### config.mk
export PLATFORM = sky130hd
export DESIGN_NAME = bg_attr_write_sched
export DESIGN_NICKNAME = d
export VERILOG_FILES = /design/src/rtl/bg_attr_write_sched.sv
export SDC_FILE = /design/constraint.sdc
export NUM_CORES = 1
export LEC_CHECK = 0
export CAP_MARGIN = 20
export CORE_ASPECT_RATIO = 1.25
export CORE_MARGIN = 2
export CORE_UTILIZATION = 55
export CTS_CLUSTER_DIAMETER = 200
export DETAILED_ROUTE_END_ITERATION = 10
export HOLD_SLACK_MARGIN = 0.15
export MAX_ROUTING_LAYER = met4
export PLACE_DENSITY = 0.86
export SYNTH_ARGS = -nofsm -noshare
export SYNTH_HDL_FRONTEND = slang
export SYNTH_SLANG_ARGS = --single-unit
### constraint.sdc
create_clock -name clk -period 4.2 [get_ports clk]
set_clock_uncertainty 0.15 [all_clocks]
set_input_delay 0.84 -clock clk [delete_from_list [all_inputs] [get_ports clk]]
set_output_delay 0.84 -clock clk [all_outputs]
set_load 0.005 [all_outputs]
### src/rtl/bg_attr_write_sched.sv
// Write scheduler for the background attribute table.
// Buffers CPU writes in a FIFO and runs a 1024-entry bulk clear.
// Table writes are only issued during blanking, because a table write
// suppresses the read port.
module bg_attr_write_sched #(
    parameter int FIFO_DEPTH = 8,
    parameter int CW         = $clog2(FIFO_DEPTH) + 1
) (
    input  logic          clk,
    input  logic          rst_n,
    input  logic          blank,
    input  logic          req_valid,
    output logic          req_ready,
    input  logic [4:0]    req_row,
    input  logic [4:0]    req_col,
    input  logic [7:0]    req_data,
    input  logic          clr_start,
    input  logic [7:0]    clr_data,
    output logic          clr_busy,
    output logic          tbl_we,
    output logic [4:0]    tbl_row,
    output logic [4:0]    tbl_col,
    output logic [7:0]    tbl_data,
    output logic [CW-1:0] fifo_count
);

    // state   | meaning
    // IDLE    | nothing queued, no clear running
    // DRAIN   | popping FIFO entries while blank is high
    // CLEAR   | bulk clear walking {row,col} from 0 to 1023
    typedef enum logic [1:0] {
        ST_IDLE  = 2'd0,
        ST_DRAIN = 2'd1,
        ST_CLEAR = 2'd2
    } state_t;

    localparam int AW = $clog2(FIFO_DEPTH);

    state_t          state_q, state_d;
    logic [17:0]     mem_q [FIFO_DEPTH];
    logic [AW-1:0]   wr_ptr_q, rd_ptr_q;
    logic [CW-1:0]   count_q, count_d;
    logic [9:0]      clr_addr_q;
    logic [7:0]      clr_fill_q;
    logic            busy_q, busy_d;
    logic            tbl_we_q;
    logic [4:0]      tbl_row_q, tbl_col_q;
    logic [7:0]      tbl_data_q;

    logic            push, pop, clr_accept, clr_issue, clr_last;
    logic [17:0]     head;

    // Issue decisions and next-state computation.
    always_comb begin
        req_ready  = (count_q != CW'(FIFO_DEPTH));
        push       = req_valid && req_ready;
        // A clear can only be started once the previous one has fully
        // retired, including the cycle its last write sits on tbl_*.
        clr_accept = clr_start && !busy_q;
        // The clear pre-empts draining: no pop in the accepting cycle.
        pop        = (state_q != ST_CLEAR) && (count_q != '0) && blank && !clr_accept;
        clr_issue  = (state_q == ST_CLEAR) && blank;
        clr_last   = clr_issue && (clr_addr_q == 10'h3FF);
        head       = mem_q[rd_ptr_q];

        count_d = count_q;
        case ({push, pop})
            2'b10:   count_d = count_q + CW'(1);
            2'b01:   count_d = count_q - CW'(1);
            default: count_d = count_q;
        endcase

        state_d = state_q;
        case (state_q)
            ST_IDLE, ST_DRAIN: begin
                if (clr_accept)          state_d = ST_CLEAR;
                else if (count_d != '0)  state_d = ST_DRAIN;
                else                     state_d = ST_IDLE;
            end
            ST_CLEAR: begin
                if (clr_last)            state_d = ST_IDLE;
            end
            default:                     state_d = ST_IDLE;
        endcase

        // Busy stays up through the cycle the last clear write is presented.
        busy_d = (state_d == ST_CLEAR) || clr_last;
    end

    // FIFO storage; contents need no reset because pointers define validity.
    always_ff @(posedge clk) begin
        if (push) mem_q[wr_ptr_q] <= {req_row, req_col, req_data};
    end

    // FIFO pointers and occupancy.
    always_ff @(posedge clk) begin
        if (!rst_n) begin
            wr_ptr_q <= '0;
            rd_ptr_q <= '0;
            count_q  <= '0;
        end else begin
            if (push) wr_ptr_q <= wr_ptr_q + AW'(1);
            if (pop)  rd_ptr_q <= rd_ptr_q + AW'(1);
            count_q <= count_d;
        end
    end

    // Scheduler FSM with registered table-write outputs.
    always_ff @(posedge clk) begin
        if (!rst_n) begin
            state_q    <= ST_IDLE;
            busy_q     <= 1'b0;
            clr_addr_q <= '0;
            clr_fill_q <= '0;
            tbl_we_q   <= 1'b0;
            tbl_row_q  <= '0;
            tbl_col_q  <= '0;
            tbl_data_q <= '0;
        end else begin
            state_q  <= state_d;
            busy_q   <= busy_d;
            tbl_we_q <= pop || clr_issue;
            if (clr_accept) begin
                clr_fill_q <= clr_data;
                clr_addr_q <= '0;
            end else if (clr_issue) begin
                clr_addr_q <= clr_addr_q + 10'd1;
            end
            if (pop) begin
                tbl_row_q  <= head[17:13];
                tbl_col_q  <= head[12:8];
                tbl_data_q <= head[7:0];
            end else if (clr_issue) begin
                tbl_row_q  <= clr_addr_q[9:5];
                tbl_col_q  <= clr_addr_q[4:0];
                tbl_data_q <= clr_fill_q;
            end
        end
    end

    assign clr_busy   = busy_q;
    assign tbl_we     = tbl_we_q;
    assign tbl_row    = tbl_row_q;
    assign tbl_col    = tbl_col_q;
    assign tbl_data   = tbl_data_q;
    assign fifo_count = count_q;

endmodule

==> results of run 1 <==
flip-flops by register name, indices dropped and copies added, names as in the netlist, named ones only:
signal      count
clr_busy        1
fifo_count      4
tbl_col         5
rd_ptr_q        3
clr_addr_q     10
wr_ptr_q        3
tbl_row         5
mem_q         144
tbl_we          1
tbl_data        8
state_q         2
clr_fill_q      8
critical path: stages:
cell and delay [ns]:
clkdlybuf4s50_1 0.42, nand2b_1 0.36, nand4_1 0.23, inv_2 0.13
ha_1 0.29, xor2_1 0.12, ha_1 0.19, a21oi_1 0.16
mux2i_1 0.27, xor2_1 0.25, a41oi_1 0.15
area by class of cell:
| class | instances | area (um^2) |
|---|---|---|
| sequential | 197 | 5390 |
| fill | 892 | 4710 |
| multi-input combinational | 278 | 2240 |
| timing repair buffer | 71 | 671 |
| clock buffer | 17 | 425 |
| tap | 175 | 219 |
| clock inverter | 14 | 149 |
| inverter | 3 | 11.3 |
Yosys cell counts (3+ instances only):
cell type / instances / area (um^2)
a311oi_1: 9 / 78.8
and2_1: 3 / 18.8
edfxtp_1: 144 / 4320
dfxtp_1: 53 / 1060
a22oi_1: 18 / 135
or3_1: 3 / 18.8
ha_1: 6 / 75.1
clkbuf_1: 24 / 90.1
buf_2: 7 / 35.0
mux2i_1: 39 / 390
nand2b_1: 5 / 31.3
o211ai_1: 18 / 135
a311oi_2: 9 / 135
nand2_1: 42 / 158
nor2_1: 23 / 86.3
nor3_1: 23 / 115
xor2_1: 12 / 105
mux4_2: 18 / 405
a21oi_1: 14 / 70.1
nor2b_1: 3 / 18.8
nand3_1: 8 / 40.0
nand4_1: 3 / 18.8
stage by stage:
| stage | instances | worst slack, ns | utilization [%] | total power (uW) |
|---|---|---|---|---|
| after detailed placement | 724 | 0.529 | 61.7 | 3360 |
| after CTS | 755 | 0.957 | 65.9 | 4940 |
| final | 755 | 0.928 | 65.9 | 4920 |
| after floorplan | 513 | 0.729 | - | 3020 |
| after global routing | 755 | 0.844 | 65.9 | 5100 |
| after global placement | 724 | 0.792 | 61.7 | 3310 |
power by group:
part	switching [uW]	total, uW	leakage, uW	internal (uW)
sequential	135	2380	0.00174	2250
clock	701	1580	0.000278	881
combinational	475	958	0.000857	483
total	1310	4920	0.00288	3610
metal layers:
layer  up-vias  wire (um)  GRT usage [%]
li1       2092          -              -
met1      2345       6170           28.2
met3        39       1400           5.76
met2       247       8750           39.3
met4         0        400           10.1
met5         -          0              -
kinds of logic after synthesis:
logic type / share of synthesized area [%]
adder cells (fa/ha/maj): 0.966
buffers and inverters: 2.19
AND/OR/NAND/NOR: 7.54
multiplexers: 10.2
AO/OA/AOI/OAI: 8.15
flip-flops: 69.3
XOR/XNOR: 1.58
worst max path at each step:
stage / from / to / slack, ns
finish: clr_start / state_q[0] / 0.93
global route: clr_start / state_q[0] / 0.84
CTS: clr_start / state_q[0] / 0.96
detailed placement: clr_start / state_q[0] / 0.53
global placement: clr_start / state_q[0] / 0.79
floorplan: fifo_count[0] / mem_q[0][0] / 0.73
==> impl_results.md, run 1 <==
- Clock sinks: 197
- FMAX: 0.306 GHz
- CORE AREA: 13800 um^2
- Initial antenna violation count: 0
- Drt wl/cell: 22.1 um
- Row cnt: 48
- Detailed Route WL: 16.7 mm
- Worst reg-to-reg setup slack: 1.02 ns
- Post-CTS setup buffers: 0
- Slew at the pin closest to its max-slew limit: 1.02 ns
- EDFF count, synth: 144
- Setup TNS: 0 ns
- I/O pin total: 56
- Post-CTS Resized: 0
- Final number of hold-violating endpoints: 0
- Crit path time final: 3.27 ns
- Clock Latency Late Sink: 0.42 ns
- FF+latch count, synth: 197
- Die Area: 15100 um^2
- Final nets: 605
- Global route overflow: 0
- Avg Cell Area, Syn: 15.1 um^2
- Critical path arrival: 3.40 ns
- Count of final max-slew check failures: 0
- Max_cap viols: 0
- Min-Delay Endpoint: clr_fill_q[3]
- Antenna fix cells: 0
- Ys async rst share: 0%
- Count of cell types in the netlist: 45
- Post-Place Cell Area: 8530 um^2
- Placer Congestion: 0.867
- Mapped Nets: 550
- Area growth from synthesis to layout: 17.2%
- Worst-path clk slew: 0.07 ns
- Critical Path RT: 4.33 ns
- Vias in the first global route: 4715
- DR DRC count: 0
- CP Capture Type: flip-flop
- Bufs on Longest Clock Path: 2
- Most frequent cells in the layout: edfxtp_1 (144), clkdlybuf4s50_1 (55), dfxtp_1 (52)
- Outcome: finished, final reports clean
- Most used DFF post-synth: edfxtp_1
- Max VDD drop: 0.369 mV
- RSZ-0062 raised after global routing: no
- RR Startpoint: fifo_count[0]
- # H-tree levels: 4
- Hold Buf Count CTS: 0
- Netlist Area Pre-Place: 7770 um^2
- Ys Warns: 0
- Die height: 137 um
- Starting Density: 56.2%
- CP Launch Type: input port
- Commonest non-fill, non-tap cell in the layout: edfxtp_1
- CTS tree: built
- Die W: 110 um
- R2R depth: 9
- Hold slack final: 0.318 ns
- DP HPWL: 9.51 mm
- Hold path start: clr_fill_q[3]
- Tcrit/Tclk final: 77.9%
- Via density per instance: 6.26
- Port-buffer cells: 55
- DRT Pass-1 Iters: 5
- Cells on Worst Hold Path: 2
- Inserted Clock Buffers: 17
- CP Max Fanout: 12
- DRT antenna net count: 0
- # setup viols final: 0
- Initial DRC Count: 595
- Design Area, Final: 9100 um^2
- First-pass GRT wire length: 25.5 mm
- PD cells: 541 nW/um^2
- Layout cells sized above 1: 13.6%
- Max_slew headroom: 31.5%
- Reg-to-Reg End: state_q[0]
- Setup CP Type: in2reg
- Largest net degree at the start of global routing: 40
- LEAKAGE: 0.00288 uW
- Mapped Cells: 513
- Root Buffer: clkbuf_16
- Via count: 4723
- Sequential fraction of the synthesis area: 69.3%
- All-layer global routing usage: 24.0%
- Hold crit path type: reg2reg
(Power assumes the default switching activity.)
==> run 2: changes to the inputs <==
--- a/config.mk
+++ b/config.mk
@@ -8,7 +8,7 @@
 export CAP_MARGIN = 20
 export CORE_ASPECT_RATIO = 1.25
 export CORE_MARGIN = 2
-export CORE_UTILIZATION = 55
+export CORE_UTILIZATION = 52
 export CTS_CLUSTER_DIAMETER = 200
 export DETAILED_ROUTE_END_ITERATION = 10
 export HOLD_SLACK_MARGIN = 0.15
==> constraint.sdc (replaced) <==
create_clock -name clk -period 2.8 [get_ports clk]
set_clock_uncertainty 0.15 [all_clocks]
set_input_delay 0.56 -clock clk [delete_from_list [all_inputs] [get_ports clk]]
set_output_delay 0.56 -clock clk [all_outputs]
set_load 0.005 [all_outputs]
==> run 2 against run 1 <==
Cell count increased by 2.8%. Routed wire length decreased by 0.49%. Power increased by 53%. Clock power increased by 51%. Register-to-register slack got worse by 0.95 ns. Hold slack got worse by 0.0016 ns. Sequential share of layout area decreased by 1.1 points.
==> impl_results.md, run 2 (synthesis results as in run 1) <==
- Outcome: finished, final reports clean
- All-layer global routing usage: 22.5%
- Inserted Clock Buffers: 17
- Sequential fraction of design power: 46.7%
- Die Area: 15900 um^2
- Via density per instance: 6.11
- DRT antenna net count: 0
- Count of final max-slew check failures: 0
- Detailed Route WL: 16.6 mm
- Die height: 141 um
- Setup CP Type: reg2reg
- Starting Density: 53.7%
- DR DRC count: 0
- Root Buffer: clkbuf_16
- Multi-input gate area: 2260 um^2
- Hold path start: clr_fill_q[1]
- Reg-to-Reg End: state_q[0]
- CP Capture Type: flip-flop
- Max VDD drop: 0.498 mV
- # H-tree levels: 4
- CP top delay family: compound AO/OA/AOI/OAI gates
- Bufs and invs on worst path: 2
- Max_cap viols: 0
- DRT Pass-1 Iters: 5
- Placed Cells: 744
- Vias in the first global route: 4901
- CORE AREA: 14500 um^2
- Critical path arrival: 2.94 ns
- Crit path time final: 2.73 ns
- Post-route setup slack: 0.0733 ns
- Initial DRC Count: 470
- Slowest stage cell, crit path: or4b_4
- Max_slew headroom: 54.5%
- Max reg flops: 144
- Switch Pwr: 2010 uW
- Via count: 4738
- DP HPWL: 10.4 mm
- Min-Delay Endpoint: clr_fill_q[1]
- Switch share: 26.7%
- Antenna fix cells: 0
- Port-buffer cells: 55
- First-pass GRT wire length: 26.2 mm
- Crit-path cells: buf_4, or4b_4, nand2_1, buf_4, ha_1, nand2b_1, a2111o_1, a21o_1, a41oi_1
- LEAKAGE: 0.00297 uW
- Placer Congestion: 0.859
- PD cells: 810 nW/um^2
- Wire length on met2: 8.82 mm
- Clock power share: 31.6%
- DP Worst Slack: -0.123 ns
- Die W: 113 um
- Global route overflow: 0
- Final number of hold-violating endpoints: 0
- Register Area: 5390 um^2
- R2R depth: 9
- # fillers: 981
- Top Metal Used: met4
- Initial antenna violation count: 0
- Combinational share of power: 21.7%
- Bufs on Longest Clock Path: 2
- Clock Latency Late Sink: 0.44 ns
- RR Startpoint: fifo_count[1]
- # setup viols final: 0
- Layout cells sized above 1: 16.7%
- Commonest non-fill, non-tap cell in the layout: edfxtp_1
- Most frequent cells in the layout: edfxtp_1 (144), clkdlybuf4s50_1 (54), dfxtp_1 (52)
- Most flop-heavy register: mem_q
- Cells on Worst Hold Path: 2
- Row cnt: 49
- Critical Path RT: 3.01 ns
- CP Max Fanout: 8
- Regs by FF count: mem_q: 144 flops, clr_addr_q: 10 flops
- I/O pin total: 56
- Final nets: 622
- Worst reg-to-reg setup slack: 0.07 ns
- Largest net degree at the start of global routing: 27
- Post-CTS setup buffers: 0
- Hold crit path type: reg2reg
- Tcrit/Tclk final: 97.4%
- Wire length on met1: 6.27 mm
- Slowest cell delay on critical path: 0.54 ns
- FMAX: 0.367 GHz
- Drt wl/cell: 21.4 um
- CTS tree: built
- Slew at the pin closest to its max-slew limit: 0.682 ns
- CP Launch Type: flip-flop
- Hold slack final: 0.317 ns
- Clock sinks: 197
- Post-route non-filler standard cell count: 776
- Worst-path clk slew: 0.07 ns
- Pint: 5500 uW
- Area growth from synthesis to layout: 19.4%
- Total power: 7510 uW
- Met3 wire length: 1.05 mm
- Crit-path most repeated cell: buf_4
==> run 2: area by class of cell <==
| class | count | area share [%] |
|---|---|---|
| flip-flops and latches | 197 | 58.1 |
| multi-input cells | 278 | 24.4 |
| repair buffers | 88 | 8.77 |
| clock buffers | 17 | 4.59 |
| well taps | 178 | 2.40 |
| clock inverters | 15 | 1.65 |
| inverters | 3 | 0.121 |
==> run 2: worst max-delay path by stage <==
stage	from	to	slack [ns]	cells after the start
5_1_grt	fifo_count[1]	state_q[0]	-0.009	9
6_report	fifo_count[1]	state_q[0]	0.07	9
4_1_cts	fifo_count[1]	req_ready	0.007	4
3_5_place_dp	clr_start	state_q[0]	-0.12	11
2_1_floorplan	fifo_count[0]	mem_q[2][0]	-0.22	5
3_3_place_gp	clr_start	state_q[0]	0.01	11
==> run 2: what timing repair did <==
action / in CTS / in global routing
hold buffers: 0 / 0
setup endpoints to repair: 0 / 3
resized for setup: 0 / 4
==> run 2: per-stage QoR <==
| step | utilization, % | cell area (um^2) | setup TNS (ns) |
|---|---|---|---|
| floorplan | - | 7780 | -11.84 |
| global placement | 60.0 | 8680 | 0 |
| detailed placement | 60.0 | 8680 | -0.199 |
| CTS | 64.0 | 9260 | 0 |
| global route | 64.1 | 9270 | -0.00918 |
| finish | 64.1 | 9270 | 0 |
==> run 2: layer usage <==
metal	GRT usage, %	vias up
met3	5.76	44
li1	-	2132
met2	38.0	201
met4	9.18	0
met1	25.5	2361
met5	-	-
==> run 2: worst min-delay path: cells and delay by family (launching register included) <==
family | cells | cell delay (ns)
and+or+nand+nor | 1 | 0.05
AOI/OAI and AO/OA | 1 | 0.05
DFF | 1 | 0.32
==> run 2: power groups by stage <==
stage | Sequential (uW) | Clock, uW | Combinational [uW]
after global placement | 3550 | 0 | 1530
after detailed placement | 3570 | 0 | 1600
final | 3510 | 2380 | 1630
after CTS | 3510 | 2400 | 1620
after global routing | 3530 | 2510 | 1740
after floorplan | 3530 | 0 | 994
